$ cat config.mk
export PLATFORM = sky130hd
export DESIGN_NAME = spi_slave_reg_bridge
export DESIGN_NICKNAME = d
export VERILOG_FILES = /design/src/rtl/spi_slave_reg_bridge.sv
export SDC_FILE = /design/constraint.sdc
export NUM_CORES = 1
export LEC_CHECK = 0
export BUFFER_PORTS_ARGS = -buffer_cell sky130_fd_sc_hd__buf_2
export CAP_MARGIN = 20
export CORE_MARGIN = 5
export CORE_UTILIZATION = 55
export DETAILED_ROUTE_END_ITERATION = 10
export PLACE_DENSITY = 0.79
export SYNTH_ARGS = -nofsm -noshare
export SYNTH_HDL_FRONTEND = slang
export SYNTH_SLANG_ARGS = --single-unit
$ cat constraint.sdc
create_clock -name PCLK -period 4.5 [get_ports PCLK]
set_input_delay 0.225 -clock PCLK [delete_from_list [all_inputs] [get_ports PCLK]]
set_output_delay 0.225 -clock PCLK [all_outputs]
set_load 0.005 [all_outputs]
$ cat src/rtl/spi_slave_reg_bridge.sv
// SPI target bridging {RW,ADDR[6:0]} command frames to a byte-wide register bus.
// All SPI pins are oversampled in the PCLK domain; outputs are registered.
module spi_slave_reg_bridge #(
    parameter int unsigned CFG_MOT_MODE = 3,
    parameter int unsigned SYNC_STAGES  = 2
) (
    input  logic       PCLK,
    input  logic       PRESETN,
    input  logic       SPISCLK,
    input  logic       SPISSN,
    input  logic       SPIMOSI,
    output logic       SPIMISO,
    output logic       SPIMISO_OE,
    output logic [6:0] REG_ADDR,
    output logic [7:0] REG_WDATA,
    output logic       REG_WE,
    output logic       REG_RE,
    input  logic [7:0] REG_RDATA,
    output logic       BUSY,
    output logic       FRAME_ERR
);

    localparam bit CPOL = ((CFG_MOT_MODE >> 1) & 1) != 0;
    localparam bit CPHA = (CFG_MOT_MODE & 1) != 0;

    typedef enum logic [1:0] {StIdle, StCmd, StWdata, StRdata} state_e;

    state_e state_q, state_d;

    logic [SYNC_STAGES-1:0] sclk_sync_q, ssn_sync_q, mosi_sync_q;
    logic       sclk_prev_q, ssn_prev_q;
    logic [2:0] bit_cnt_q;
    logic [6:0] rx_q;
    logic [7:0] tx_q;
    logic [6:0] addr_q;
    logic [7:0] wdata_q;
    logic       miso_q, ss_act_q, we_q, re_q, re_dly_q, fe_q;
    logic       we_d, re_d, fe_d;

    logic sclk_s, ssn_s, mosi_s;
    logic rise, fall, lead, trail, edge_en, sample, shift;
    logic ss_fall, ss_rise, byte_done;
    logic [7:0] rx_full;

    always_ff @(posedge PCLK or negedge PRESETN) begin
        if (!PRESETN) begin
            sclk_sync_q <= {SYNC_STAGES{CPOL}};
            ssn_sync_q  <= '1;
            mosi_sync_q <= '0;
            sclk_prev_q <= CPOL;
            ssn_prev_q  <= 1'b1;
        end else begin
            sclk_sync_q <= {sclk_sync_q[SYNC_STAGES-2:0], SPISCLK};
            ssn_sync_q  <= {ssn_sync_q[SYNC_STAGES-2:0], SPISSN};
            mosi_sync_q <= {mosi_sync_q[SYNC_STAGES-2:0], SPIMOSI};
            sclk_prev_q <= sclk_s;
            ssn_prev_q  <= ssn_s;
        end
    end

    always_comb begin
        sclk_s    = sclk_sync_q[SYNC_STAGES-1];
        ssn_s     = ssn_sync_q[SYNC_STAGES-1];
        mosi_s    = mosi_sync_q[SYNC_STAGES-1];
        rise      = sclk_s & ~sclk_prev_q;
        fall      = ~sclk_s & sclk_prev_q;
        lead      = CPOL ? fall : rise;
        trail     = CPOL ? rise : fall;
        // Gate on the previous SS sample so an edge coincident with SS rising still counts.
        edge_en   = ~ssn_prev_q;
        sample    = edge_en & (CPHA ? trail : lead);
        shift     = edge_en & (CPHA ? lead : trail);
        ss_fall   = ssn_prev_q & ~ssn_s;
        ss_rise   = ~ssn_prev_q & ssn_s;
        byte_done = sample && (bit_cnt_q == 3'd7);
        rx_full   = {rx_q, mosi_s};
    end

    always_ff @(posedge PCLK or negedge PRESETN) begin
        if (!PRESETN) state_q <= StIdle;
        else          state_q <= state_d;
    end

    always_comb begin
        state_d = state_q;
        case (state_q)
            StIdle:  if (ss_fall) state_d = StCmd;
            StCmd:   if (byte_done) state_d = rx_full[7] ? StRdata : StWdata;
            default: ;
        endcase
        // A byte completing on the SS-release cycle still gets its strobe first.
        if (ssn_s && !byte_done) state_d = StIdle;
    end

    always_comb begin
        we_d = byte_done && (state_q == StWdata);
        re_d = byte_done && (((state_q == StCmd) && rx_full[7]) || (state_q == StRdata));
        fe_d = ss_rise && (bit_cnt_q != 3'd0) && !byte_done;
    end

    always_ff @(posedge PCLK or negedge PRESETN) begin
        if (!PRESETN) begin
            bit_cnt_q <= 3'd0;
            rx_q      <= 7'd0;
            tx_q      <= 8'd0;
            miso_q    <= 1'b0;
            addr_q    <= 7'd0;
            wdata_q   <= 8'd0;
            ss_act_q  <= 1'b0;
            we_q      <= 1'b0;
            re_q      <= 1'b0;
            re_dly_q  <= 1'b0;
            fe_q      <= 1'b0;
        end else begin
            ss_act_q <= ~ssn_s;
            we_q     <= we_d;
            re_q     <= re_d;
            re_dly_q <= re_q;
            fe_q     <= fe_d;

            if (ssn_s)       bit_cnt_q <= 3'd0;
            else if (sample) bit_cnt_q <= bit_cnt_q + 3'd1;

            if (sample) rx_q <= rx_full[6:0];
            if (we_d)   wdata_q <= rx_full;

            if (byte_done && (state_q == StCmd)) addr_q <= rx_full[6:0];
            else if (we_q || re_q)               addr_q <= addr_q + 7'd1;

            // Read data lands in the shift register well before the next MSB shift edge.
            if (ssn_s || ss_fall) begin
                tx_q   <= 8'd0;
                miso_q <= 1'b0;
            end else if (re_dly_q) begin
                tx_q <= REG_RDATA;
            end else if (shift) begin
                miso_q <= tx_q[7];
                tx_q   <= {tx_q[6:0], 1'b0};
            end
        end
    end

    assign SPIMISO    = miso_q;
    assign SPIMISO_OE = ss_act_q;
    assign BUSY       = ss_act_q;
    assign REG_ADDR   = addr_q;
    assign REG_WDATA  = wdata_q;
    assign REG_WE     = we_q;
    assign REG_RE     = re_q;
    assign FRAME_ERR  = fe_q;

endmodule

==> qor.txt, run 1 <==
Status -> finished, final reports clean
Critical-path cell list -> ha_1, ha_1, nand4bb_4, or3b_1, mux2_4
Reg2reg end -> REG_WDATA[6]
CP max-delay cell -> or3b_1
# resized after CTS -> 0
Routed len/inst -> 14.7 microns
Worst skew pair latency -> 0.29 ns
Layout Nets -> 209
DR DRC count -> 0
Worst slew margin -> 0.663
Max clock buf depth -> 2
Bufs and invs on worst path -> 0
Grt total ovfl -> 0
Cts hold-fix bufs -> 0
Reg clk slew, reported paths -> 0.09 ns
Setup bufs post-CTS -> 0
Critical Path Start Type -> flip-flop
Tcrit/Tclk final -> 0.454
Worst-case reg-to-reg path depth -> 5
Routed wire length -> 3.53 mm
Initial Utilization -> 0.580
R2R Setup Slk -> 2.46 ns
Mapped Cells -> 155
Final GP Congestion -> 0.770
Tmin final -> 2.04 ns
CTS tree -> yes
Ys Warns -> 0
Max Fclk -> 0.490 GHz
Leakage -> 1.22 nW
Area delta synth->final -> 14.1%
Drt first pass iters -> 4
IR drop worst, VDD -> 0.229 mV
Antenna-violating nets left -> 0
Post-Synthesis Cell Area -> 2160 sq um
Die Wd -> 72.6 microns
Most numerous cell in the Yosys netlist -> dfrtp_1
Clk root buf -> clkbuf_8
Worst r2r src -> bit_cnt_q[0]
Number of synthesized flops with an enable pin -> 0
Slew Viols, Final -> 0
Total power draw -> 812 uW
Boundary Pins -> 34
Synth Register Bits -> 49
Setup tns final -> 0 ns
Most frequent CP cell -> ha_1
RSZ-0062 raised after global routing -> false
Final hold violations -> 0
Sink Count -> 49
Port Buffer Count -> 33
Sequential cell area fraction in the yosys report -> 0.572
Vias per inst -> 5.34
CP top delay family -> simple AND/OR/NAND/NOR gates
Worst slew pin tran -> 0.506 ns
End of the critical path -> REG_WDATA[6]
Max-cap violations -> 0
Synth top area cells -> dfrtp_1, mux2_4, dfstp_2
Post-Syn Nets -> 172
Detailed placement HPWL -> 2.56 mm
# rows -> 22
Num CTS Buffers -> 5
Largest net degree at the start of global routing -> 50
Hold slack -> 0.0211 ns
CP Depth -> 5
Layout cells sized above 1 -> 0.409
H-tree depth -> 2
Critical Path Source -> bit_cnt_q[0]
Synth cell types -> 33
Worst Path Required -> 4.69 ns
Main synth FF type -> dfrtp_1
Overall Global Routing Usage -> 0.155
Fraction of registers with async set/reset -> 1.00
Tightest Hold Check Type -> input pin to flip-flop
Max FO, Critical Path -> 9
Critical path class -> flip-flop to flip-flop
First DRT Iteration DRCs -> 61
Cell Pwr Density -> 330 nW/um^2
DIE AREA -> 5270 sq um
Initial antenna violation count -> 0
Vias in the first global route -> 1267
Post-Synthesis Mean Instance Area -> 13.9 sq um
Setup Viol. Count Final -> 0
Chip Height -> 72.6 microns
Core area -> 3720 sq um
Skew final -> 0.00423 ns
Crit path largest cell delay -> 0.61 ns
Antenna cells -> 0
Vias after detailed routing -> 1286
Synth area leader -> dfrtp_1
Setup crit end kind -> flip-flop
Commonest cells post-synth -> dfrtp_1, mux2_4, nor2_1
CP Data Arrival Time -> 2.23 ns
First-pass GRT wire length -> 6.22 mm
Synth top area share -> 0.499
==> per-stage QoR <==
step,cells,instance area [sq um],setup slack [ns],util
2_1_floorplan,155,2160,2.71,-
3_3_place_gp,230,2330,2.53,0.628
3_5_place_dp,230,2330,2.46,0.628
4_1_cts,238,2420,2.44,0.651
5_1_grt,241,2460,2.35,0.662
6_report,241,2460,2.46,0.662
==> layout by cell type (no fill, tap or decap), drive strengths merged <==
cell type,n
a211o,1
a22oi,1
a31oi,2
a32o,1
buf,35
clkbuf,5
clkinv,2
clkinvlp,1
dfrtp,43
dfstp,6
dlygate4sd3,2
ha,4
inv,6
mux2,28
mux2i,10
nand2,2
nand2b,1
nand3,2
nand4bb,1
nor2,14
nor2b,1
nor3,3
nor3b,2
o2111ai,2
o211ai,2
o21ai,4
o21bai,1
o22ai,1
or2,2
or3,2
or3b,1
xnor2,5
==> flip-flops by register name (all words and copies together) (netlist names) <==
| signal | flops |
|---|---|
| sclk_sync_q | 2 |
| re_dly_q | 1 |
| rx_q | 7 |
| ssn_sync_q | 2 |
| REG_WDATA | 8 |
| REG_RE | 1 |
| FRAME_ERR | 1 |
| tx_q | 8 |
| bit_cnt_q | 3 |
| ssn_prev_q | 1 |
| mosi_sync_q | 2 |
| REG_ADDR | 7 |
| SPIMISO | 1 |
| sclk_prev_q | 1 |
| REG_WE | 1 |
| BUSY | 1 |
| state_q | 2 |
==> worst min path at each step <==
stage | end | startpoint | cells past startpoint | slack [ns]
finish | ssn_sync_q[0] | SPISSN | 1 | 0.02
global placement | ssn_sync_q[0] | SPISSN | 1 | 0.33
CTS | sclk_sync_q[0] | SPISCLK | 1 | 0.007
detailed placement | sclk_sync_q[0] | SPISCLK | 1 | 0.33
global route | ssn_sync_q[0] | SPISSN | 1 | 0.0001
floorplan | BUSY | PRESETN | 0 | -0.07
==> layout make-up <==
class | count | area (sq um)
clock buffers | 5 | 68.8
clock inverters | 3 | 17.5
fillers | 285 | 1260
inverters | 6 | 22.5
multi-input cells | 93 | 845
flip-flops and latches | 49 | 1230
well taps | 48 | 60.1
repair buffers | 37 | 213
==> per-layer routing <==
metal,track usage,share of wire,vias to the layer above
met2,0.221,0.48,24
met4,0.0676,0.015,0
met5,0,0,-
met1,0.221,0.46,645
li1,-,-,612
met3,0.0441,0.049,5
==> power by group <==
part           leakage, nW  switching, mW  internal, mW
sequential           0.643         0.0319         0.474
combinational        0.534         0.0245        0.0356
clock               0.0439          0.139         0.107
==> cell families (layout without fill, tap and decap cells) <==
family	Yosys count	in the layout	share of synthesized area
multiplexers	38	38	0.219
buffers and inverters	13	51	0.0360
AO/OA/AOI/OAI	15	15	0.0488
AND/OR/NAND/NOR	31	31	0.0807
XOR/XNOR	5	5	0.0203
flip-flops	49	49	0.572
adder cells (fa/ha/maj)	4	4	0.0232
No activity file was read; power rests on OpenSTA's default activity.
==> run 2: changes to the inputs <==
==> constraint.sdc (replaced) <==
create_clock -name PCLK -period 2.06 [get_ports PCLK]
set_input_delay 0.103 -clock PCLK [delete_from_list [all_inputs] [get_ports PCLK]]
set_output_delay 0.103 -clock PCLK [all_outputs]
set_load 0.005 [all_outputs]
==> run 2 against run 1 <==
Clock power rose to 2.8 times the previous value. Wire length up 11%. Count of clock-buffer cells in the layout grew 2. Sequential power rose by 120%. Via count increased by 3.7%. Global-route usage increased by 1.5 points. Register-to-register slack worse by 2.3 ns. Non-clock buffer count grew 5. Power up 140%. Sequential cell count unchanged. Hold slack better by 0.050 ns. Clock skew is 0.0026 ns higher.
==> qor.txt, run 2 (synthesized netlist as in run 1, its figures left out) <==
Reg2reg end -> REG_ADDR[1] (was REG_WDATA[6])
Cell Pwr Density -> 766 nW/um^2 (was 330 nW/um^2)
Worst-case reg-to-reg path depth -> 6 (was 5)
Setup crit end kind -> flip-flop (unchanged)
Detailed placement HPWL -> 2.75 mm (was 2.56 mm)
Overall Global Routing Usage -> 0.170 (was 0.155)
RSZ-0062 raised after global routing -> false (unchanged)
Internal power -> 1.51 mW (was 617 uW)
CTS tree -> yes (unchanged)
Max Fclk -> 0.535 GHz (was 0.490 GHz)
Switch Pwr -> 421 uW (was 195 uW)
Leakage -> 1.25 nW (was 1.22 nW)
Grt total ovfl -> 0 (unchanged)
Routed len/inst -> 15.9 microns (was 14.7 microns)
Vias per inst -> 5.42 (was 5.34)
Worst r2r src -> bit_cnt_q[0] (unchanged)
Final hold violations -> 0 (unchanged)
Drt first pass iters -> 4 (unchanged)
Clk root buf -> clkbuf_8 (unchanged)
Max FO, Critical Path -> 7 (was 9)
Boundary Pins -> 34 (unchanged)
Final GP Congestion -> 0.754 (was 0.770)
Area delta synth->final -> 17.0% (was 14.1%)
Core area -> 3720 sq um (unchanged)
Port Buffer Count -> 33 (unchanged)
First DRT Iteration DRCs -> 67 (was 61)
Setup tns final -> 0 ns (unchanged)
Setup bufs post-CTS -> 0 (unchanged)
Critical path class -> flip-flop to flip-flop (unchanged)
Critical Path Start Type -> flip-flop (unchanged)
Reg clk slew, reported paths -> 0.08 ns (was 0.09 ns)
Slew Viols, Final -> 0 (unchanged)
# rows -> 22 (unchanged)
Routed wire length -> 3.91 mm (was 3.53 mm)
Vias after detailed routing -> 1333 (was 1286)
Status -> finished, final reports clean (unchanged)
Vias in the first global route -> 1428 (was 1267)
Commonest non-fill, non-tap cell in the layout -> dfrtp_1 (unchanged)
Max clock buf depth -> 2 (unchanged)
Clock network fraction of design power -> 0.357 (was 0.303)
Tightest Hold Check Type -> input pin to flip-flop (unchanged)
Fin worst setup slack -> 0.190 ns (was 2.46 ns)
Layout Nets -> 214 (was 209)
Worst Path Required -> 2.25 ns (was 4.69 ns)
Antenna cells -> 0 (unchanged)
DR DRC count -> 0 (unchanged)
Hold endpoint -> tx_q[0] (was ssn_sync_q[0])
Skew final -> 0.00688 ns (was 0.00423 ns)
Tcrit/Tclk final -> 0.908 (was 0.454)
Sequential share of power -> 0.573 (was 0.623)
Largest net degree at the start of global routing -> 40 (was 50)
Max-cap violations -> 0 (unchanged)
Combinational power share -> 0.070 (was 0.074)
Initial Utilization -> 0.580 (unchanged)
Sw Share -> 0.218 (was 0.240)
Layout cells sized above 1 -> 0.414 (was 0.409)
Tmin final -> 1.87 ns (was 2.04 ns)
DIE AREA -> 5270 sq um (unchanged)
R2R Setup Slk -> 0.19 ns (was 2.46 ns)
Most frequent cells in the layout -> dfrtp_1, buf_2, mux2_4 (unchanged)
Worst slew pin tran -> 0.809 ns (was 0.506 ns)
H-tree depth -> 2 (unchanged)
Antenna-violating nets left -> 0 (unchanged)
Setup Viol. Count Final -> 0 (unchanged)
IR drop worst, VDD -> 0.446 mV (was 0.229 mV)
CP Data Arrival Time -> 2.06 ns (was 2.23 ns)
Chip Height -> 72.6 microns (unchanged)
Sink Count -> 49 (unchanged)
Worst skew pair latency -> 0.30 ns (was 0.29 ns)
Num CTS Buffers -> 5 (unchanged)
First-pass GRT wire length -> 6.79 mm (was 6.22 mm)
Die Wd -> 72.6 microns (unchanged)
Worst Hold Depth -> 3 (was 1)
Setup WS pre-CTS -> 0.0720 ns (was 2.46 ns)
Initial antenna violation count -> 0 (unchanged)
Worst Min Path Start -> REG_RDATA[0] (was SPISSN)
Worst slew margin -> 0.460 (was 0.663)
[run 2: changes by cell type in the layout (fill, tap and decap cells not counted), sizes merged]
cell | before | now
buf | 35 | 38
bufinv | 0 | 1
clkbuf | 5 | 7
clkinv | 2 | 0
clkinvlp | 1 | 0
dlygate4sd3 | 2 | 4
[run 2: repair_timing]
item	4_1_cts	5_1_grt
hold buffers	4	0
hold endpoints to repair	34	0
resized for setup	0	1
setup endpoints to repair	0	8
[run 2: critical path, stage by stage (launching register included)]
cell,delay [ns]
dfrtp_1,0.40
ha_1,0.16
ha_1,0.21
nand4bb_4,0.12
buf_4,0.17
or2_2,0.39
mux2_2,0.30
[run 2: stage by stage]
step	instances	hold slack, ns	instance area, sq um	util	power (mW)
floorplan	155	-0.193	2160	-	1.19
global placement	234	0.208	2360	0.636	1.24
detailed placement	234	0.209	2360	0.636	1.26
CTS	246	0.0713	2520	0.678	1.95
global route	246	0.0788	2520	0.679	2.01
finish	246	0.0707	2520	0.679	1.93
[run 2: power groups by stage]
stage	Clock (mW)	Combinational, mW	Sequential (mW)
after floorplan	0	0.0889	1.10
after global placement	0	0.124	1.12
after detailed placement	0	0.133	1.12
after CTS	0.704	0.139	1.11
after global routing	0.743	0.153	1.12
final	0.690	0.135	1.11
[run 2: how the worst max path moves through the flow]
| stage | from | to | slack [ns] |
|---|---|---|---|
| 5_1_grt | bit_cnt_q[0] | REG_ADDR[4] | 0.09 |
| 3_5_place_dp | bit_cnt_q[0] | REG_WDATA[1] | 0.07 |
| 2_1_floorplan | bit_cnt_q[0] | REG_WDATA[0] | 0.27 |
| 6_report | bit_cnt_q[0] | REG_ADDR[1] | 0.19 |
| 3_3_place_gp | bit_cnt_q[0] | REG_WDATA[7] | 0.15 |
| 4_1_cts | bit_cnt_q[0] | REG_WDATA[2] | 0.05 |
[run 2: layout make-up]
class / count / area [sq um]
fill: 285 / 1190
multi-input combinational: 93 / 847
sequential: 49 / 1230
clock inverter: 1 / 30.0
tap: 48 / 60.1
inverter: 6 / 22.5
clock buffer: 7 / 86.3
timing repair buffer: 42 / 243
[run 2: per-layer routing]
layer / GRT usage / share of wire
met5: 0 / 0
met4: 0.100 / 0.031
met3: 0.0386 / 0.038
met2: 0.257 / 0.48
met1: 0.225 / 0.45
